[src/rtl/uart_cfg.sv]
// Parametrised full-duplex UART: framed TX shifter, oversampled RX, show-ahead RX FIFO
// with sticky status flags. All logic is on rising clk and reset asynchronously by rst.
module uart_cfg #(
    parameter int DATA_W     = 8,
    parameter int CLK_DIV    = 16,
    parameter int PARITY_EN  = 1,
    parameter int PARITY_ODD = 0,
    parameter int STOP_BITS  = 1,
    parameter int FIFO_DEPTH = 8
) (
    input  logic              clk,
    input  logic              rst,
    input  logic              rx,
    input  logic [DATA_W-1:0] tx_data,
    input  logic              tx_valid,
    output logic              tx_ready,
    output logic              tx,
    output logic [DATA_W-1:0] rx_data,
    output logic              rx_valid,
    input  logic              rx_ready,
    output logic              rx_interrupt,
    output logic              parity_err,
    output logic              framing_err,
    output logic              overrun,
    input  logic              clear_interrupt
);
    localparam int CNT_W  = $clog2(CLK_DIV);
    localparam int BIT_W  = 4;
    localparam int ADDR_W = $clog2(FIFO_DEPTH);
    localparam logic [CNT_W-1:0] CNT_LAST  = CNT_W'(CLK_DIV - 1);
    localparam logic [CNT_W-1:0] CNT_HALF  = CNT_W'(CLK_DIV / 2 - 1);
    localparam logic [BIT_W-1:0] BIT_LAST  = BIT_W'(DATA_W - 1);
    localparam logic [BIT_W-1:0] STOP_LAST = BIT_W'(STOP_BITS - 1);
    localparam logic PAR_EN  = (PARITY_EN != 0);
    localparam logic PAR_INV = (PARITY_ODD != 0);

    typedef enum logic [2:0] {S_IDLE, S_START, S_DATA, S_PARITY, S_STOP} state_t;

    // ---------------- transmitter ----------------
    state_t             tx_state_reg, tx_state_next;
    logic [CNT_W-1:0]   tx_cnt_reg;
    logic [BIT_W-1:0]   tx_bit_reg;
    logic [DATA_W-1:0]  tx_shift_reg;
    logic               tx_par_reg;
    logic               tx_reg, tx_line_next;
    logic               tx_bit_end;

    assign tx_bit_end = (tx_cnt_reg == CNT_LAST);
    assign tx_ready   = (tx_state_reg == S_IDLE);
    assign tx         = tx_reg;

    always_ff @(posedge clk or posedge rst) begin
        if (rst) tx_state_reg <= S_IDLE;
        else     tx_state_reg <= tx_state_next;
    end

    always_comb begin
        tx_state_next = tx_state_reg;
        case (tx_state_reg)
            S_IDLE:   if (tx_valid) tx_state_next = S_START;
            S_START:  if (tx_bit_end) tx_state_next = S_DATA;
            S_DATA:   if (tx_bit_end && tx_bit_reg == BIT_LAST)
                          tx_state_next = PAR_EN ? S_PARITY : S_STOP;
            S_PARITY: if (tx_bit_end) tx_state_next = S_STOP;
            S_STOP:   if (tx_bit_end && tx_bit_reg == STOP_LAST) tx_state_next = S_IDLE;
            default:  tx_state_next = S_IDLE;
        endcase
    end

    always_comb begin
        tx_line_next = 1'b1;
        case (tx_state_reg)
            S_START:  tx_line_next = 1'b0;
            S_DATA:   tx_line_next = tx_shift_reg[0];
            S_PARITY: tx_line_next = tx_par_reg;
            default:  tx_line_next = 1'b1;
        endcase
    end

    // The line is registered, so it trails the state by one cycle.
    always_ff @(posedge clk or posedge rst) begin
        if (rst) begin
            tx_reg       <= 1'b1;
            tx_cnt_reg   <= '0;
            tx_bit_reg   <= '0;
            tx_shift_reg <= '0;
            tx_par_reg   <= 1'b0;
        end else begin
            tx_reg <= tx_line_next;
            if (tx_valid && tx_ready) begin
                tx_shift_reg <= tx_data;
                tx_par_reg   <= (^tx_data) ^ PAR_INV;
                tx_cnt_reg   <= '0;
                tx_bit_reg   <= '0;
            end else if (tx_state_reg != S_IDLE) begin
                if (tx_bit_end) begin
                    tx_cnt_reg <= '0;
                    if (tx_state_reg == S_DATA) begin
                        tx_shift_reg <= tx_shift_reg >> 1;
                        tx_bit_reg   <= (tx_bit_reg == BIT_LAST) ? '0 : tx_bit_reg + BIT_W'(1);
                    end else if (tx_state_reg == S_STOP) begin
                        tx_bit_reg <= tx_bit_reg + BIT_W'(1);
                    end
                end else begin
                    tx_cnt_reg <= tx_cnt_reg + CNT_W'(1);
                end
            end
        end
    end

    // ---------------- receiver ----------------
    logic [2:0]         sync_chain;
    logic               sync_rx, rx_fall;
    state_t             rx_state_reg, rx_state_next;
    logic [CNT_W-1:0]   rx_cnt_reg;
    logic [BIT_W-1:0]   rx_bit_reg;
    logic [DATA_W-1:0]  rx_shift_reg;
    logic               rx_par_reg;
    logic               rx_sample, rx_frame_done;
    logic               evt_push_reg, evt_perr_reg, evt_ferr_reg;

    assign sync_rx = sync_chain[1];
    assign rx_fall = sync_chain[2] & ~sync_rx;

    always_ff @(posedge clk or posedge rst) begin
        if (rst) sync_chain <= 3'b111;
        else     sync_chain <= {sync_chain[1:0], rx};
    end

    always_ff @(posedge clk or posedge rst) begin
        if (rst) rx_state_reg <= S_IDLE;
        else     rx_state_reg <= rx_state_next;
    end

    always_comb begin
        rx_state_next = rx_state_reg;
        case (rx_state_reg)
            S_IDLE:   if (rx_fall) rx_state_next = S_START;
            S_START:  if (rx_cnt_reg == CNT_HALF) rx_state_next = sync_rx ? S_IDLE : S_DATA;
            S_DATA:   if (rx_sample && rx_bit_reg == BIT_LAST)
                          rx_state_next = PAR_EN ? S_PARITY : S_STOP;
            S_PARITY: if (rx_sample) rx_state_next = S_STOP;
            S_STOP:   if (rx_sample) rx_state_next = S_IDLE;
            default:  rx_state_next = S_IDLE;
        endcase
    end

    always_comb begin
        rx_sample     = 1'b0;
        rx_frame_done = 1'b0;
        case (rx_state_reg)
            S_START:  rx_sample = (rx_cnt_reg == CNT_HALF);
            S_DATA, S_PARITY: rx_sample = (rx_cnt_reg == CNT_LAST);
            S_STOP: begin
                rx_sample     = (rx_cnt_reg == CNT_LAST);
                rx_frame_done = rx_sample;
            end
            default: rx_sample = 1'b0;
        endcase
    end

    always_ff @(posedge clk or posedge rst) begin
        if (rst) begin
            rx_cnt_reg   <= '0;
            rx_bit_reg   <= '0;
            rx_shift_reg <= '0;
            rx_par_reg   <= 1'b0;
            evt_push_reg <= 1'b0;
            evt_perr_reg <= 1'b0;
            evt_ferr_reg <= 1'b0;
        end else begin
            evt_push_reg <= rx_frame_done && sync_rx;
            evt_perr_reg <= rx_frame_done && sync_rx && PAR_EN &&
                            (rx_par_reg != ((^rx_shift_reg) ^ PAR_INV));
            evt_ferr_reg <= rx_frame_done && !sync_rx;
            if (rx_state_reg == S_IDLE) begin
                rx_cnt_reg <= '0;
                rx_bit_reg <= '0;
            end else if (rx_sample) begin
                rx_cnt_reg <= '0;
                if (rx_state_reg == S_DATA) begin
                    rx_shift_reg <= {sync_rx, rx_shift_reg[DATA_W-1:1]};
                    rx_bit_reg   <= rx_bit_reg + BIT_W'(1);
                end
                if (rx_state_reg == S_PARITY) rx_par_reg <= sync_rx;
            end else begin
                rx_cnt_reg <= rx_cnt_reg + CNT_W'(1);
            end
        end
    end

    // ---------------- RX FIFO ----------------
    logic [DATA_W-1:0]  fifo_mem [FIFO_DEPTH];
    logic [ADDR_W:0]    wr_ptr_reg, rd_ptr_reg, rd_ptr_next;
    logic [DATA_W-1:0]  head_reg;
    logic               fifo_full, fifo_empty, fifo_pop, fifo_push, head_bypass;

    assign fifo_empty  = (wr_ptr_reg == rd_ptr_reg);
    assign fifo_full   = (wr_ptr_reg[ADDR_W] != rd_ptr_reg[ADDR_W]) &&
                         (wr_ptr_reg[ADDR_W-1:0] == rd_ptr_reg[ADDR_W-1:0]);
    assign fifo_pop    = !fifo_empty && rx_ready;
    assign fifo_push   = evt_push_reg && (!fifo_full || fifo_pop);
    assign rd_ptr_next = rd_ptr_reg + (ADDR_W+1)'(fifo_pop);
    // The new head is the word being written when it lands on the next read slot.
    assign head_bypass = fifo_push && (wr_ptr_reg[ADDR_W-1:0] == rd_ptr_next[ADDR_W-1:0]);
    assign rx_valid    = !fifo_empty;
    assign rx_data     = head_reg;

    always_ff @(posedge clk) begin
        if (fifo_push) fifo_mem[wr_ptr_reg[ADDR_W-1:0]] <= rx_shift_reg;
    end

    always_ff @(posedge clk or posedge rst) begin
        if (rst) begin
            wr_ptr_reg <= '0;
            rd_ptr_reg <= '0;
            head_reg   <= '0;
        end else begin
            wr_ptr_reg <= wr_ptr_reg + (ADDR_W+1)'(fifo_push);
            rd_ptr_reg <= rd_ptr_next;
            if (head_bypass)   head_reg <= rx_shift_reg;
            else if (fifo_pop) head_reg <= fifo_mem[rd_ptr_next[ADDR_W-1:0]];
        end
    end

    // ---------------- sticky flags: a set beats a same-cycle clear ----------------
    logic [3:0] flag_set, flag_reg;
    assign flag_set = {evt_push_reg && fifo_full && !fifo_pop, evt_ferr_reg, evt_perr_reg, fifo_push};

    genvar gi;
    for (gi = 0; gi < 4; gi++) begin : g_flag
        logic flag_q;
        always_ff @(posedge clk or posedge rst) begin
            if (rst)                  flag_q <= 1'b0;
            else if (flag_set[gi])    flag_q <= 1'b1;
            else if (clear_interrupt) flag_q <= 1'b0;
        end
        assign flag_reg[gi] = flag_q;
    end

    assign rx_interrupt = flag_reg[0];
    assign parity_err   = flag_reg[1];
    assign framing_err  = flag_reg[2];
    assign overrun      = flag_reg[3];
endmodule

[config.mk]
export PLATFORM = sky130hd
export DESIGN_NAME = uart_cfg
export DESIGN_NICKNAME = d
export VERILOG_FILES = /design/src/rtl/uart_cfg.sv
export SDC_FILE = /design/constraint.sdc
export NUM_CORES = 1
export LEC_CHECK = 0
export ABC_CLOCK_PERIOD_IN_PS = 6000
export BUFFER_PORTS_ARGS = -buffer_cell sky130_fd_sc_hd__buf_4
export CORE_UTILIZATION = 57
export CTS_CLUSTER_SIZE = 20
export DETAILED_ROUTE_END_ITERATION = 7
export GPL_ROUTABILITY_DRIVEN = 0
export PLACE_DENSITY = 0.75
export SKIP_CTS_REPAIR_TIMING = 1
export SYNTH_ARGS = -nofsm -noshare
export SYNTH_HDL_FRONTEND = slang
export SYNTH_SLANG_ARGS = --single-unit
[constraint.sdc]
create_clock -name clk -period 6 [get_ports clk]
set_input_delay 0.3 -clock clk [delete_from_list [all_inputs] [get_ports clk]]
set_output_delay 0.3 -clock clk [all_outputs]
set_load 0.005 [all_outputs]
==> reports/qor.txt, run 1 <==
Leakage = 2.82 nW
Deepest clock path buffer count = 2
Hold path cells = 2
Endpoints failing hold = 1
Run status = complete, but fails checks
Failing checks = hold timing
Pwr/cell area = 420 nW/um^2
Skew-Pair Late Insertion Delay = 0.50 ns
Slew headroom = 9.57%
Maxcap violations = 0
Vias in the first global route = 3412
Mapped cell area = 5850 um^2
Area contributors post-synth = edfxtp_1 33%, dfrtp_1 27%, mux2i_1 7.2%
Core area = 9860 um^2
Chip Height = 103 um
Layout Cells excl Fill = 612
Setup TNS = 0 ns
Gate Count Post-Synth = 426
CTS tree = yes
Hold EP = rx_interrupt
Hold Path Class = in2reg
Initial antenna violation count = 0
Hold Crit Start = clear_interrupt
Largest net degree at the start of global routing = 68
Vias per cell = 5.51
Syn Area/Cell = 13.7 um^2
Required time of the worst setup path = 6.39 ns
Clock root buffer master = clkbuf_8
Register area share after synthesis = 61.6%
Row count = 36
Cell accounting for the most synthesized area = edfxtp_1
# setup viols final = 0
Worst Skew = 0.00788 ns
RR Startpoint = wr_ptr_reg[2]
Post-DR wirelength/cell = 16.5 um
Crit path launch type = register
Synth Flop Type = edfxtp_1
Distinct cells, synth = 57
Commonest non-fill, non-tap cell in the layout = edfxtp_1
Fmax = 0.262 GHz
Total track usage = 21.9%
Top-area cell type share of the netlist area = 32.8%
Final Power = 2.81 mW
Register bit total from synthesis = 131
Global-route wire length before repair = 17.1 mm
Ports = 29
Layout area overhead = 14.6%
Hpwl dp = 6.67 mm
Via count = 3372
Pins Over Slew Limit = 0
Placed Area = 6190 um^2
Synth Warn # = 0
Layout cells sized above 1 = 21.9%
Syn_nets = 449
Max FFs per register = 64
Die ar. = 10700 um^2
Max VDD drop = 207 uV
Async S/R FF share, synth = 51.1%
CTS H-tree lvls = 4
Post-synth EDFFs = 64
CTS buffer count = 17
RSZ-0062 raised after global routing = false
Max FO, Critical Path = 29
# nets final = 489
Pre-CTS WS = 2.17 ns
Final ANT Viol Nets = 0
WL final = 10.1 mm
Diode count = 0
Kind of critical path = reg2reg
Drt drc = 0
Final Cycle Share = 63.6%
Cells after DPL = 579
Clock transition at path regs = 0.06 ns
Reg2Reg Depth = 8
Fin Hold WS = -0.00686 ns
Final core occ = 68.0%
Global route overflow = 0
Drt pass-1 iters = 4
CP Capture Type = register
Post-route minimum period = 3.82 ns
Slew @ Worst Pin = 1.34 ns
Die Width = 103 um
R2R Setup Slk = 2.18 ns
I/O Buffers = 28
Reg-to-reg endpoint = rx_data[2]
Initial Utilization = 59.3%
Critical path arrival = 4.21 ns
Worst setup margin = 2.18 ns
Clk sinks = 131
Most frequent cells in the layout = 64 x edfxtp_1, 63 x dfrtp_1, 42 x mux2i_1
First-iteration detailed-routing DRC count = 131
Cell area after layout = 6710 um^2
area by class of cell:
class                           count  area (um^2)
Inverter                           21         78.8
Fill cell                         701         3160
Timing Repair Buffer               38          288
Tap cell                          133          166
Clock inverter                     14         90.1
Multi-Input combinational cell    257         2060
Clock buffer                       18          418
Sequential cell                   131         3600
critical path: stages (launching register included):
cell     delay, ns
dfrtp_1       0.56
xnor2_1       0.19
a41oi_1       1.07
ha_1          0.40
buf_4         0.48
mux2i_1       0.32
mux4_2        0.29
mux2i_1       0.07
mux2_2        0.31
synth_stat cells, types with 3 or more instances:
cell type / number
xnor2_1: 20
mux4_2: 8
mux2i_1: 42
a31oi_1: 8
and3_1: 4
a21o_1: 3
nand2_1: 33
nor3_1: 4
nor3b_1: 3
dfstp_2: 4
o21ai_0: 11
a21oi_1: 6
buf_6: 3
mux2_2: 18
edfxtp_1: 64
dfrtp_1: 63
nand3b_1: 4
buf_4: 3
and2_1: 3
ha_1: 9
nor2_1: 23
o31ai_1: 5
clkbuf_1: 4
nand3_1: 7
or2_2: 3
xor2_1: 7
buf_2: 5
nand4_1: 5
inv_1: 21
where the power goes:
group	leakage (nW)	total (mW)	internal, mW	switching [mW]
clock	0.234	0.869	0.502	0.367
combinational	1.14	0.753	0.380	0.373
sequential	1.44	1.19	1.06	0.129
per-layer routing:
metal  share of wire [%]  vias up  GRT usage (%)
li1                    -     1634              -
met1                  47     1681           28.7
met2                  49       49           35.4
met3                 2.5        8           4.97
met4                 1.1        0           9.21
met5                   0        -              0
how the worst max path moves through the flow:
stage / from / to / cells past startpoint
final: wr_ptr_reg[2] / rx_data[2] / 8
after global routing: wr_ptr_reg[2] / rx_data[6] / 8
after CTS: wr_ptr_reg[1] / rx_data[2] / 8
after detailed placement: wr_ptr_reg[1] / rx_data[0] / 8
after global placement: wr_ptr_reg[2] / rx_data[0] / 8
after floorplan: wr_ptr_reg[2] / rx_data[0] / 11
cells by family after synthesis:
kind of cell | share of synthesized area, %
buffers and inverters | 3.16
DFF | 61.6
adders and majority gates | 1.92
AOI/OAI and AO/OA | 6.03
xor gates and xnor gates | 5.11
muxes | 13.7
and+or+nand+nor | 8.47
(Power assumes the default switching activity.)
==> inputs of run 2 (changes only) <==
--- a/config.mk
+++ b/config.mk
@@ -5,7 +5,7 @@
 export SDC_FILE = /design/constraint.sdc
 export NUM_CORES = 1
 export LEC_CHECK = 0
-export ABC_CLOCK_PERIOD_IN_PS = 6000
+export ABC_CLOCK_PERIOD_IN_PS = 4000
 export BUFFER_PORTS_ARGS = -buffer_cell sky130_fd_sc_hd__buf_4
 export CORE_UTILIZATION = 57
 export CTS_CLUSTER_SIZE = 20
==> constraint.sdc (replaced) <==
create_clock -name clk -period 4 [get_ports clk]
set_input_delay 0.2 -clock clk [delete_from_list [all_inputs] [get_ports clk]]
set_output_delay 0.2 -clock clk [all_outputs]
set_load 0.005 [all_outputs]
==> reports/qor.txt, run 2 (synthesis gave the netlist of run 1 again) <==
Reg-to-reg endpoint = rx_data[5]
Slew headroom = 34.0%
WL final = 10.6 mm
Global-route wire length before repair = 17.6 mm
Cells after DPL = 580
Hold Path Class = in2async
Critical path arrival = 3.51 ns
Die Width = 103 um
Max FFs per register = 64
Most frequent cells in the layout = 64 x edfxtp_1, 63 x dfrtp_1, 42 x mux2i_1
# setup viols final = 0
Hpwl dp = 6.92 mm
Required time of the worst setup path = 4.38 ns
Row count = 36
CP Capture Type = register
Chip Height = 103 um
RSZ-0062 raised after global routing = false
Core area = 9860 um^2
Diode count = 0
Clock transition at path regs = 0.06 ns
Post-route minimum period = 3.12 ns
Maxcap violations = 0
Layout Cells excl Fill = 622
Reg2Reg Depth = 9
Leakage = 2.89 nW
Pins Over Slew Limit = 0
Die ar. = 10700 um^2
Global route overflow = 0
RR Startpoint = wr_ptr_reg[2]
I/O Buffers = 28
FF/Latch Area = 3600 um^2
Failing checks = hold timing
Worst Skew = 0.00982 ns
Fin Hold WS = -0.0622 ns
Run status = complete, but fails checks
FILL cells = 664
Crit path launch type = register
Slew @ Worst Pin = 0.989 ns
Final ANT Viol Nets = 0
Vias per cell = 5.55
Kind of critical path = reg2reg
Initial antenna violation count = 0
Endpoints failing hold = 40
Vias in the first global route = 3527
Layout area overhead = 17.4%
Clock root buffer master = clkbuf_8
Drt drc = 0
Setup TNS = 0 ns
Multi-input gate area = 2060 um^2
Pwr/cell area = 639 nW/um^2
Deepest clock path buffer count = 2
Initial Utilization = 59.3%
Final Cycle Share = 78.1%
CTS buffer count = 17
CTS H-tree lvls = 4
Fmax = 0.320 GHz
Post-DR wirelength/cell = 17.0 um
Skew-Pair Late Insertion Delay = 0.51 ns
R2R Setup Slk = 0.88 ns
Via count = 3454
Max VDD drop = 333 uV
Layout cells sized above 1 = 22.1%
Ports = 29
First-iteration detailed-routing DRC count = 105
Drt pass-1 iters = 4
# nets final = 499
Clk sinks = 131
CTS tree = yes
Total track usage = 22.5%
CP endpoint = rx_data[5]
Commonest non-fill, non-tap cell in the layout = edfxtp_1
Largest net degree at the start of global routing = 45
Crit path launch = wr_ptr_reg[2]
Max FO, Critical Path = 11
run 2: cell types whose count changed in the layout (fill, tap and decap cells not counted), sizes merged:
cell / before / now
bufinv: 0 / 1
dlygate4sd3: 1 / 10
buf: 37 / 38
clkinv: 6 / 5
run 2: layout make-up:
type	count	share of cell area, %
Clock inverter	14	1.91
Tap cell	133	2.42
Sequential cell	131	52.5
Multi-Input combinational cell	257	30.0
Inverter	21	1.15
Timing Repair Buffer	48	5.79
Clock buffer	18	6.23
run 2: report_power, final:
part	total (mW)	switching, mW	leakage [nW]	internal [mW]
Clock	1.42	0.577	0.254	0.844
Combinational	1.18	0.585	1.19	0.594
Sequential	1.79	0.194	1.44	1.59
Total	4.39	1.36	2.88	3.03
run 2: worst min path at each step:
stage,startpoint,slack (ns),endpoint,cells past startpoint
finish,rst,-0.06,tx_bit_reg[1],2
global placement,rx,0.31,sync_chain[0],1
global route,tx_valid,0.004,tx_cnt_reg[1],3
floorplan,rx,0.20,sync_chain[0],0
detailed placement,rx,0.31,sync_chain[0],1
CTS,rx,-0.22,sync_chain[0],1
run 2: through the flow:
stage | power (mW) | hold WS (ns) | worst slack, ns | utilization (%) | cell area, um^2
6_report | 4.39 | -0.0622 | 0.877 | 69.6 | 6870
5_1_grt | 4.63 | 0.00401 | 0.651 | 69.6 | 6870
3_5_place_dp | 2.99 | 0.310 | 0.837 | 63.0 | 6210
2_1_floorplan | 2.72 | 0.204 | 1.22 | - | 5850
3_3_place_gp | 2.93 | 0.310 | 0.991 | 63.0 | 6210
4_1_cts | 4.42 | -0.224 | 0.837 | 68.6 | 6770
run 2: per-layer routing:
layer | GRT usage [%] | vias to the layer above | share of wire, % | routed length, um
li1 | - | 1662 | - | -
met4 | 6.93 | 0 | 1.1 | 115
met2 | 37.7 | 72 | 51 | 5400
met3 | 5.04 | 11 | 3.3 | 349
met1 | 29.5 | 1709 | 45 | 4730
met5 | 0 | - | 0 | 0
run 2: critical path: stages (launching register included):
cell and delay [ns]:
dfrtp_1 0.51, xnor2_1 0.32, a41oi_1 0.15, buf_4 0.21, ha_1 0.21, ha_1 0.63, xor2_1 0.16, nor3_2 0.29
o211ai_4 0.19, mux2_2 0.32
